$ cat src/rtl/lut_access_if.sv
// lut_access_if: client, config and LUT-facing bus of the LUT access controller
interface lut_access_if #(parameter int AW = 4);
  localparam int DEPTH = 2**AW;
  logic cfg_start, cfg_bit, cfg_busy, cfg_done;
  logic req0, req1, gnt0, gnt1;
  logic [AW-1:0] addr0, addr1, lut_addr;
  logic rd_valid, rd_data, rd_id, lut_out;
  logic [DEPTH-1:0] lut_ram;
  modport slave(
    input cfg_start, cfg_bit, req0, addr0, req1, addr1, lut_out,
    output cfg_busy, cfg_done, gnt0, gnt1, rd_valid, rd_data, rd_id, lut_ram, lut_addr
  );
  modport master(
    output cfg_start, cfg_bit, req0, addr0, req1, addr1, lut_out,
    input cfg_busy, cfg_done, gnt0, gnt1, rd_valid, rd_data, rd_id, lut_ram, lut_addr
  );
endinterface

$ cat src/rtl/lut_access_ctrl.sv
// lut_access_ctrl: serial image loader and round-robin lookup arbiter for a 16x1 LUT
module lut_access_ctrl #(parameter int AW = 4) (
  input logic clk,
  input logic rst,
  lut_access_if.slave bus
);
  localparam int DEPTH = 2**AW;
  typedef enum logic [1:0] {IDLE, LOAD, READ} state_t;
  state_t st_q, st_d;
  logic [AW-1:0] cnt_q, cnt_d, lut_addr_q, lut_addr_d;
  logic [DEPTH-1:0] shadow_q, shadow_d, lut_ram_q, lut_ram_d;
  logic gnt0_q, gnt0_d, gnt1_q, gnt1_d, last_q, last_d;
  logic rd_valid_q, rd_valid_d, rd_data_q, rd_data_d, rd_id_q, rd_id_d;
  logic cfg_done_q, cfg_done_d, w;
  always_comb begin
    w = (bus.req0 && bus.req1) ? ~last_q : bus.req1;
    st_d = st_q;
    cnt_d = cnt_q;
    lut_addr_d = lut_addr_q;
    shadow_d = shadow_q;
    lut_ram_d = lut_ram_q;
    last_d = last_q;
    rd_data_d = rd_data_q;
    rd_id_d = rd_id_q;
    gnt0_d = 1'b0;
    gnt1_d = 1'b0;
    rd_valid_d = 1'b0;
    cfg_done_d = 1'b0;
    case (st_q)
      IDLE: if (bus.cfg_start) begin
        st_d = LOAD;
        cnt_d = '0;
      end else if (bus.req0 || bus.req1) begin
        gnt0_d = ~w;
        gnt1_d = w;
        lut_addr_d = w ? bus.addr1 : bus.addr0;
        last_d = w;
        rd_id_d = w;
        st_d = READ;
      end
      LOAD: begin
        shadow_d[cnt_q] = bus.cfg_bit;
        cnt_d = cnt_q + 1'b1;
        // commit the whole image at once so lookups never observe a partial load
        if (&cnt_q) begin
          lut_ram_d = {bus.cfg_bit, shadow_q[DEPTH-2:0]};
          cfg_done_d = 1'b1;
          st_d = IDLE;
          cnt_d = '0;
        end
      end
      READ: begin
        rd_data_d = bus.lut_out;
        rd_valid_d = 1'b1;
        st_d = IDLE;
      end
      default: st_d = IDLE;
    endcase
  end
  always_ff @(posedge clk) begin
    if (rst) begin
      st_q <= IDLE;
      cnt_q <= '0;
      lut_addr_q <= '0;
      shadow_q <= '0;
      lut_ram_q <= '0;
      last_q <= 1'b1;
      gnt0_q <= 1'b0;
      gnt1_q <= 1'b0;
      rd_valid_q <= 1'b0;
      rd_data_q <= 1'b0;
      rd_id_q <= 1'b0;
      cfg_done_q <= 1'b0;
    end else begin
      st_q <= st_d;
      cnt_q <= cnt_d;
      lut_addr_q <= lut_addr_d;
      shadow_q <= shadow_d;
      lut_ram_q <= lut_ram_d;
      last_q <= last_d;
      gnt0_q <= gnt0_d;
      gnt1_q <= gnt1_d;
      rd_valid_q <= rd_valid_d;
      rd_data_q <= rd_data_d;
      rd_id_q <= rd_id_d;
      cfg_done_q <= cfg_done_d;
    end
  end
  assign bus.cfg_busy = st_q == LOAD;
  assign bus.cfg_done = cfg_done_q;
  assign bus.gnt0 = gnt0_q;
  assign bus.gnt1 = gnt1_q;
  assign bus.rd_valid = rd_valid_q;
  assign bus.rd_data = rd_data_q;
  assign bus.rd_id = rd_id_q;
  assign bus.lut_ram = lut_ram_q;
  assign bus.lut_addr = lut_addr_q;
endmodule

$ cat src/flat_wrapper.sv
// flat-port wrapper written by rule: the top's interface ports become plain ports
module lut_access_ctrl_flat 
#(parameter int AW = 4)
  (clk, rst, bus_cfg_start, bus_cfg_bit, bus_req0, bus_addr0, bus_req1, bus_addr1, bus_lut_out, bus_cfg_busy, bus_cfg_done, bus_gnt0, bus_gnt1, bus_rd_valid, bus_rd_data, bus_rd_id, bus_lut_ram, bus_lut_addr);
  lut_access_if #(.AW(AW)) bus_i ();
  input logic clk;
  input logic rst;
  input wire logic [$bits(bus_i.cfg_start)-1:0] bus_cfg_start;
  input wire logic [$bits(bus_i.cfg_bit)-1:0] bus_cfg_bit;
  input wire logic [$bits(bus_i.req0)-1:0] bus_req0;
  input wire logic [$bits(bus_i.addr0)-1:0] bus_addr0;
  input wire logic [$bits(bus_i.req1)-1:0] bus_req1;
  input wire logic [$bits(bus_i.addr1)-1:0] bus_addr1;
  input wire logic [$bits(bus_i.lut_out)-1:0] bus_lut_out;
  output wire logic [$bits(bus_i.cfg_busy)-1:0] bus_cfg_busy;
  output wire logic [$bits(bus_i.cfg_done)-1:0] bus_cfg_done;
  output wire logic [$bits(bus_i.gnt0)-1:0] bus_gnt0;
  output wire logic [$bits(bus_i.gnt1)-1:0] bus_gnt1;
  output wire logic [$bits(bus_i.rd_valid)-1:0] bus_rd_valid;
  output wire logic [$bits(bus_i.rd_data)-1:0] bus_rd_data;
  output wire logic [$bits(bus_i.rd_id)-1:0] bus_rd_id;
  output wire logic [$bits(bus_i.lut_ram)-1:0] bus_lut_ram;
  output wire logic [$bits(bus_i.lut_addr)-1:0] bus_lut_addr;
  assign bus_i.cfg_start = bus_cfg_start;
  assign bus_i.cfg_bit = bus_cfg_bit;
  assign bus_i.req0 = bus_req0;
  assign bus_i.addr0 = bus_addr0;
  assign bus_i.req1 = bus_req1;
  assign bus_i.addr1 = bus_addr1;
  assign bus_i.lut_out = bus_lut_out;
  assign bus_cfg_busy = bus_i.cfg_busy;
  assign bus_cfg_done = bus_i.cfg_done;
  assign bus_gnt0 = bus_i.gnt0;
  assign bus_gnt1 = bus_i.gnt1;
  assign bus_rd_valid = bus_i.rd_valid;
  assign bus_rd_data = bus_i.rd_data;
  assign bus_rd_id = bus_i.rd_id;
  assign bus_lut_ram = bus_i.lut_ram;
  assign bus_lut_addr = bus_i.lut_addr;
  lut_access_ctrl #(.AW(AW)) u_core (.clk(clk), .rst(rst), .bus(bus_i));
endmodule
$ cat config.mk
export PLATFORM = sky130hd
export DESIGN_NAME = lut_access_ctrl_flat
export DESIGN_NICKNAME = d
export VERILOG_FILES = /design/src/rtl/lut_access_if.sv /design/src/rtl/lut_access_ctrl.sv /design/src/flat_wrapper.sv
export SDC_FILE = /design/constraint.sdc
export NUM_CORES = 1
export LEC_CHECK = 0
export CAP_MARGIN = 20
export CORE_MARGIN = 4
export CORE_UTILIZATION = 54
export DETAILED_ROUTE_END_ITERATION = 16
export GPL_TIMING_DRIVEN = 0
export PLACE_DENSITY = 0.83
export SLEW_MARGIN = 10
export SYNTH_ARGS = -nofsm -noshare
export SYNTH_HDL_FRONTEND = slang
export SYNTH_SLANG_ARGS = --single-unit
export TNS_END_PERCENT = 10
$ cat constraint.sdc
create_clock -name clk -period 3.5 [get_ports clk]
set_clock_uncertainty 0.1 [all_clocks]
set_input_delay 1.05 -clock clk [delete_from_list [all_inputs] [get_ports clk]]
set_output_delay 1.05 -clock clk [all_outputs]
set_load 0.01 [all_outputs]
==> metrics.csv <==
metric,value,unit
status,"complete, no violations",
First-pass DRT Iterations,4,
H-tree levels,2,
setup repair bufs after CTS,0,
Setup TNS Final,0,ps
placed cell count,306,
"Top FF cell, synth",dfxtp_1,
clock latency on the worst-skew pair,290,ps
die area,4920,µm²
TritonCTS Buffers,5,
Slew HR,0.665,
row count,22,
"Largest stage delay, worst path",540,ps
hpwl dp,3260,µm
Lkg Pwr,0.994,nW
endpoints failing hold,0,
CP Launch Point,u_core.st_q[0],
Max Cap Viol,0,
Congestion Overflow GR,0,
worst-path maximum fanout,10,
Crit Path Class,register to output pin,
Routed WL,4460,µm
RSZ-0062 raised after global routing,false,
core region area,3690,µm²
synth warn,0,
GRT Total Usage,0.190,
"Min Clock Period, post-route",3000,ps
Fmax achieved,0.334,GHz
power per cell area,367,nW/µm²
crit-path cells,nor2b_1 > buf_4 > buf_6 > clkdlybuf4s50_1,
most frequent cells in the layout,"48 x dfxtp_1, 40 x clkdlybuf4s50_1, 25 x o21ai_0",
Worst R2R Setup Slack,1600,ps
Num Clock Sinks,48,
cts hold-fix bufs,0,
input/output buffers,40,
sequential-to-total area share from yosys stat,0.461,
DP Worst Slack,809,ps
Critical Path End Type,output pin,
"CTS clk-pin slew, worst paths",80,ps
asr flop ratio synth,0,
Adder-Cell Fraction of Synth Area,0.0240,
layout cell share with drive strength beyond 1,0.0608,
post-placement cell area,2540,µm²
Gate Count Post-Synth,218,
Placer Congestion,0.838,
count of final setup violators,0,
main combinational cell family by area after synthesis,simple AND/OR/NAND/NOR gates,
largest net degree at the start of global routing,13,
mapped cell area,2080,µm²
Least-Margin Pin Slew,497,ps
Crit Reg-Reg Endpoint,u_core.bus.lut_ram[8],
vias in the first global route,1673,
Initial Utilization,0.565,
Worst Setup EP,bus_cfg_busy,
DR vias,1759,
fin crit share,0.856,
Max Slew Vio Count,0,
Hold Path Class,register to register,
Synth Area in XOR/XNOR,0,
DR vias/cell,5.66,
Peak VDD IR,0.263,mV
n_diodes,0,
io pins,42,
Die Y-Extent,70.1,µm
number of synthesized flops with an enable pin,0,
worst setup margin,503,ps
fillers,305,
Cell variety after synth,38,
Final ANT Viol Nets,0,
startpoint types,register,
Worst EP arrival,1850,ps
area growth from synthesis to layout,25.4,%
Post-Synth Simple-Gate Area,0.236,
Wirelength per Cell,14.4,µm
cell at the slowest stage of the critical path,clkdlybuf4s50_1,
compound-gate portion of the synthesized area,0.150,
"commonest non-fill, non-tap cell in the layout",dfxtp_1,
CTS tree,done,
first-pass GRT wire length,7620,µm
maximum clock insertion buffer count,2,
syn_area_per_cell,9.56,µm²
Iter 0 DRT Violations,125,
Nets,284,
"FF+latch count, synth",48,
final non-filler cell total,311,
Root Buffer,clkbuf_8,
reg2reg path depth,6,
Crit path required time,2350,ps
worst r2r src,u_core.cnt_q[1],
# resized after CTS,0,
design area,2610,µm²
DRC viols,0,
mux cell area share after synthesis,0.0769,
Mapped Nets,237,
initial antenna violation count,0,
Die Wd,70.1,µm
[registers in the layout, indices dropped and copies added (netlist names), 2 cells and up]
signal,flops
u_core.st_q,2
u_core.cnt_q,4
u_core.bus.lut_addr,4
u_core.bus.lut_ram,16
u_core.shadow_q,15
[power by group]
group / internal, mW / switching [mW]
Clock: 0.129 / 0.161
Sequential: 0.557 / 0.00866
Combinational: 0.0514 / 0.0507
[layout make-up]
cell class                      count  area (µm²)  share of cell area
Buffer                             16        82.6              0.0316
Tap cell                           48        60.1              0.0230
Sequential cell                    48         961               0.368
Timing Repair Buffer               40         400               0.153
Clock buffer                        5        68.8              0.0263
Multi-Input combinational cell    147        1010               0.388
Inverter                            7        26.3              0.0101
[through the flow]
| step | util | total power, mW | hold slack, ps |
|---|---|---|---|
| 2_1_floorplan | - | 0.634 | 350 |
| 3_5_place_dp | 0.690 | 0.681 | 367 |
| 4_1_cts | 0.708 | 0.962 | 381 |
| 3_3_place_gp | 0.690 | 0.678 | 357 |
| 6_report | 0.708 | 0.958 | 376 |
| 5_1_grt | 0.708 | 0.997 | 393 |
[cells in the mapped netlist (3+ instances only)]
| cell type | number | area share |
|---|---|---|
| mux2i_1 | 16 | 0.077 |
| nand2b_1 | 16 | 0.048 |
| clkbuf_1 | 9 | 0.016 |
| o21ai_0 | 25 | 0.060 |
| nor2b_1 | 19 | 0.057 |
| o21ai_1 | 8 | 0.019 |
| nand4b_1 | 8 | 0.034 |
| o32ai_1 | 4 | 0.017 |
| nor2_1 | 6 | 0.011 |
| a21oi_1 | 3 | 0.0072 |
| inv_1 | 7 | 0.013 |
| ha_1 | 4 | 0.024 |
| dfxtp_1 | 48 | 0.46 |
| a221oi_1 | 4 | 0.017 |
| nand3_1 | 7 | 0.017 |
| nand4_1 | 4 | 0.012 |
| nand2_1 | 3 | 0.0054 |
[how the worst min path moves through the flow]
stage | slack [ps] | endpoint | from | depth (start not counted)
after global routing | 390 | u_core.bus.lut_addr[2] | u_core.bus.lut_addr[2] | 2
after floorplan | 350 | u_core.bus.lut_ram[5] | u_core.shadow_q[5] | 2
final | 380 | u_core.bus.lut_addr[1] | u_core.bus.lut_addr[1] | 2
after global placement | 360 | u_core.bus.lut_addr[3] | u_core.bus.lut_addr[3] | 2
after CTS | 380 | u_core.bus.lut_addr[2] | u_core.bus.lut_addr[2] | 2
after detailed placement | 370 | u_core.bus.lut_addr[1] | u_core.bus.lut_addr[1] | 2
[metal layers]
layer | vias to the layer above | global-route usage | part of all wire
li1 | 867 | - | -
met1 | 851 | 0.242 | 0.47
met2 | 32 | 0.322 | 0.48
met3 | 9 | 0.0374 | 0.036
met4 | 0 | 0.0596 | 0.014
met5 | - | 0 | 0
[kinds of logic after synthesis]
family	count (synthesis)
muxes	16
DFF	48
AOI/OAI and AO/OA	51
buffers and inverters	23
adders and majority gates	4
and+or+nand+nor	76
[critical path, delay by kind of cell (launching register included)]
kind,cells,cell delay [ps]
buf+inv,3,860
simple gates,1,180
flops,1,520
Note: power is estimated with default switching activity, not from simulation.
==> RTL edit 1 (same flow settings) <==
Make the reset (`rst`) asynchronous in one clocked block.
--- a/src/rtl/lut_access_ctrl.sv
+++ b/src/rtl/lut_access_ctrl.sv
@@ -59,3 +59,3 @@
   end
-  always_ff @(posedge clk) begin
+  always_ff @(posedge clk or posedge rst) begin
     if (rst) begin
Formal check against the unedited RTL: differs if rst is asserted again (counterexample within 4 cycles, from zero or initial values and one cycle with rst high); with rst held inactive, the same outputs for 10 cycles.
==> RTL edit 1 against the original RTL <==
- sequential cell count did not move
- final area is 2.2% higher
- hold slack better by 0.028 ns
- largest cell class is now flip-flops and latches
- synthesized area down 1.1%
- synthesized cell count shrank 31%
- sequential share of layout area increased by 8.3 points
- critical path depth fell by 1
- core utilization grew 2.1 points
- wire length decreased by 14%
- critical endpoint unchanged
- cell count fell by 20%
- setup slack improved by 0.14 ns
Power is not compared: it rests on default switching activity, and its combinational part moved more than twofold at a synthesized area within 25%.
==> RTL edit 1: results (changes against the original RTL) <==
- Main flop type after synthesis: dfrtp_1 (was dfxtp_1)
- YS warnings: 0 (unchanged)
- Port Buffer Count: 41 (was 40)
- Largest stage delay on the critical path: 0.60 ns (was 0.54 ns)
- Slew Limit Headroom: 0.576 (was 0.665)
- Max VDD drop: 0.526 mV
- End point of the critical path: bus_cfg_busy (unchanged)
- Iteration-0 DRC Markers: 40 (was 125)
- Post-synth ARST share: 1.00 (was 0)
- HP Start: u_core.shadow_q[10] (was u_core.bus.lut_addr[1])
- GRT Util Overall: 0.174 (was 0.190)
- Largest register FFs: 16 (unchanged)
- R2r startpoint: u_core.cnt_q[0] (was u_core.cnt_q[1])
- Syn Nets: 170 (was 237)
- Initial antenna violation count: 0 (unchanged)
- Clk_lat worst skew: roughly 0.3 ns
- Worst Hold End: u_core.bus.lut_ram[10] (was u_core.bus.lut_addr[1])
- Vias: 1,366 (was 1,759)
- Fin nets: 219 (was 284)
- DP HPWL: 2880 microns (was 3260 microns)
- Diode count: 0 (unchanged)
- CTS Buf Count: 5 (unchanged)
- First-pass GRT wire length: 6690 microns (was 7620 microns)
- ANT nets after route: 0 (unchanged)
- Largest net degree at the start of global routing: 26 (was 13)
- Outcome: finished clean (unchanged)
- CTS resizes: 0 (unchanged)
- R2R Path End: u_core.bus.lut_ram[15] (was u_core.bus.lut_ram[8])
- Setup bufs post-CTS: 0 (unchanged)
- Cell variety after synth: 31 (was 38)
- CTS clk-pin slew, worst paths: 0.08 ns (about the same)
- Final Wtd Congestion: 0.811 (was 0.838)
- Critical path data arrival time: 1.70 ns (was 1.85 ns)
- Synth cell count leaders: dfrtp_1 (47), mux2_2 (24), nand2_1 (18) (was dfxtp_1 (48), o21ai_0 (25), nor2b_1 (19))
- Largest cells by area after synthesis: dfrtp_1 (57%), mux2_2 (13%), mux2_4 (6.6%) (was dfxtp_1 (46%), mux2i_1 (7.7%), o21ai_0 (6.0%))
- Area post-placement: 2560 sq um (was 2540 sq um)
- Slowest-stage cell, CP: clkdlybuf4s50_1 (unchanged)
- Crit path launch: u_core.st_q[0] (unchanged)
- Hold depth: 1 (was 2)
- Hold Path Class: register to register (unchanged)
- DR WL/cell: 15.5 microns (was 14.4 microns)
- Largest buffer count on any clock path: 2 (unchanged)
- Reg-to-reg slack, setup: 1.82 ns (was 1.60 ns)
- Crit Path Max Fanout: 10 (unchanged)
- Worst hold margin: 0.404 ns (was 0.376 ns)
- Fill count: 230 (was 305)
- Pre-Repair DR Iteration Count: 4 (unchanged)
- H-tree Lvls: 2 (unchanged)
- Cell leakage power: approximately 1.2 nW
- Reg2Reg Depth: 4 (was 6)
- Fraction of layout cells with a size suffix above 1: 0.274 (was 0.0608)
- Seq/Total Area, Yosys: 0.583 (was 0.461)
- Vias in the first global route: 1,477 (was 1,673)
- CTS Root Cell: clkbuf_8 (unchanged)
==> RTL edit 1: cells by family after synthesis <==
family,synth area share
AND/OR/NAND/NOR,0.0996
XOR/XNOR,0.00425
AO/OA/AOI/OAI,0.0680
adder cells (fa/ha/maj),0.0243
buffers and inverters,0.0237
multiplexers,0.197
flip-flops,0.583
==> RTL edit 1: worst max-delay path: cells and delay by family, from the launching register on <==
family	cells	cell delay (ns)
flops	1	0.34
buf+inv	2	0.78
simple gates	1	0.29
==> RTL edit 1: through the flow <==
step                      setup slack [ns]  instances
after global routing                 0.565        249
final                                0.646        249
after CTS                            0.626        249
after global placement               0.412        240
after detailed placement             0.954        241
after floorplan                       1.21        151
==> RTL edit 1: power breakdown <==
| group | internal, mW | leakage [nW] | switching [mW] |
|---|---|---|---|
| clock | 0.211 | 0.0541 | 0.177 |
| combinational | 0.473 | 0.557 | 0.328 |
| sequential | 0.783 | 0.600 | 0.134 |
| total | 1.47 | 1.21 | 0.640 |
==> RTL edit 1: layout make-up <==
class | count | area (sq um) | share of cell area
Tap cell | 48 | 60.1 | 0.0225
Clock inverter | 3 | 42.5 | 0.0159
Multi-Input combinational cell | 93 | 810 | 0.303
Timing Repair Buffer | 42 | 438 | 0.164
Sequential cell | 48 | 1200 | 0.450
Buffer | 5 | 30.0 | 0.0112
Inverter | 5 | 18.8 | 0.00703
Clock buffer | 5 | 68.8 | 0.0258
==> RTL edit 1: per-layer routing <==
metal,part of all wire,wire length [microns],vias to the layer above,global-route usage
li1,-,-,628,-
met5,0,0,-,0
met4,0.017,66,0,0.0809
met1,0.42,1600,684,0.208
met2,0.51,1980,43,0.291
met3,0.052,200,11,0.0464
==> RTL edit 2 (same settings) <==
Without the edit above. `AW` is set to 4 in 3 places; all go to 3.
--- a/src/rtl/lut_access_if.sv
+++ b/src/rtl/lut_access_if.sv
@@ -1,3 +1,3 @@
 // lut_access_if: client, config and LUT-facing bus of the LUT access controller
-interface lut_access_if #(parameter int AW = 4);
+interface lut_access_if #(parameter int AW = 3);
   localparam int DEPTH = 2**AW;
--- a/src/rtl/lut_access_ctrl.sv
+++ b/src/rtl/lut_access_ctrl.sv
@@ -1,3 +1,3 @@
 // lut_access_ctrl: serial image loader and round-robin lookup arbiter for a 16x1 LUT
-module lut_access_ctrl #(parameter int AW = 4) (
+module lut_access_ctrl #(parameter int AW = 3) (
   input logic clk,
--- a/src/flat_wrapper.sv
+++ b/src/flat_wrapper.sv
@@ -2,3 +2,3 @@
 module lut_access_ctrl_flat 
-#(parameter int AW = 4)
+#(parameter int AW = 3)
   (clk, rst, bus_cfg_start, bus_cfg_bit, bus_req0, bus_addr0, bus_req1, bus_addr1, bus_lut_out, bus_cfg_busy, bus_cfg_done, bus_gnt0, bus_gnt1, bus_rd_valid, bus_rd_data, bus_rd_id, bus_lut_ram, bus_lut_addr);
Ports: changed (resized bus_addr0, bus_addr1, bus_lut_addr and bus_lut_ram); port bits go from 42 to 31. No check against the original RTL was run, so the function may have changed too.
==> RTL edit 2 against the original RTL <==
- core utilization up 3.8 points
- synthesized cell count down 40%
- die area down 36%
- global-route usage up 0.19 points
- final area down 37%
- sequential cell count down 18
- wire length down 39%
- synthesized area down 41%
- non-clock buffer count down 18
- total power down 32%
- setup slack better by 0.16 ns
- count of clock-buffer cells in the layout up 2
- largest cell class is now flip-flops and latches
==> RTL edit 2: results (changes against the original RTL) <==
- Count of plain and timing-repair buffers: 38 (was 56)
- Inverter count: 5 (was 7)
- Post-Synth Adder-Cell Area: 0.0202 (was 0.0240)
- DR WL/cell: 13.9 microns (was 14.4 microns)
- Final wirelength: 2720 microns (was 4460 microns)
- Largest register FFs: 8 (was 16)
- Met1 Use GR: 0.213 (was 0.242)
- Critical path data arrival time: 1.69 ns (was 1.85 ns)
- Met2 routed WL: 1370 microns (was 2160 microns)
- Worst-Margin Slew: 0.573 ns (was 0.497 ns)
- Outcome: finished clean (unchanged)
- Syn Inst Count: 130 (was 218)
- Pre-CTS setup slack: 0.782 ns (was 0.809 ns)
- DP HPWL: 1990 microns (was 3260 microns)
- GR Util met2: 0.323 (was 0.322)
- Final Wtd Congestion: 0.811 (was 0.838)
- Max VDD drop: 0.298 mV (was 0.263 mV)
- Synth Area in Compound Gates: 0.123 (was 0.150)
- Tmin final: 2.84 ns (was 3.00 ns)
- Port Buffer Count: 30 (was 40)
- Clk_lat worst skew: 0.34 ns (was 0.29 ns)
- Buffering overhead: 0.213 (was 0.185)
- Seq/Total Area, Yosys: 0.485 (was 0.461)
- Syn Nets: 145 (was 237)
- Tapcells: 28 (was 48)
- Area of the multi-input gates: 572 sq um (was 1010 sq um)
- Vias/cell: 5.30 (was 5.66)
- Wire length on met1: 1120 microns (was 2080 microns)
RTL edit 2: changes by cell type in the layout (fill, tap and decap cells not counted), moves of 7 or more:
cell	change
mux2i_1	-7
o21ai_0	-24
dfxtp_1	-18
clkdlybuf4s50_1	-10
nand2_1	+16
o21ai_1	-8
nand2b_1	-8
nor2b_1	-15
RTL edit 2: where the power goes:
group	switching (mW)	internal, mW
logic	0.0382	0.0447
clock network	0.115	0.0971
registers	0.00604	0.351
total	0.159	0.493
RTL edit 2: worst paths after layout:
| path | cells after the start | end | from |
|---|---|---|---|
| max | 4 | bus_cfg_busy | u_core.st_q[1] |
| min | 2 | u_core.bus.lut_ram[7] | u_core.bus.lut_ram[7] |
| min reg2reg | 2 | u_core.bus.lut_ram[7] | u_core.bus.lut_ram[7] |
| max reg2reg | 4 | u_core.shadow_q[6] | u_core.st_q[1] |
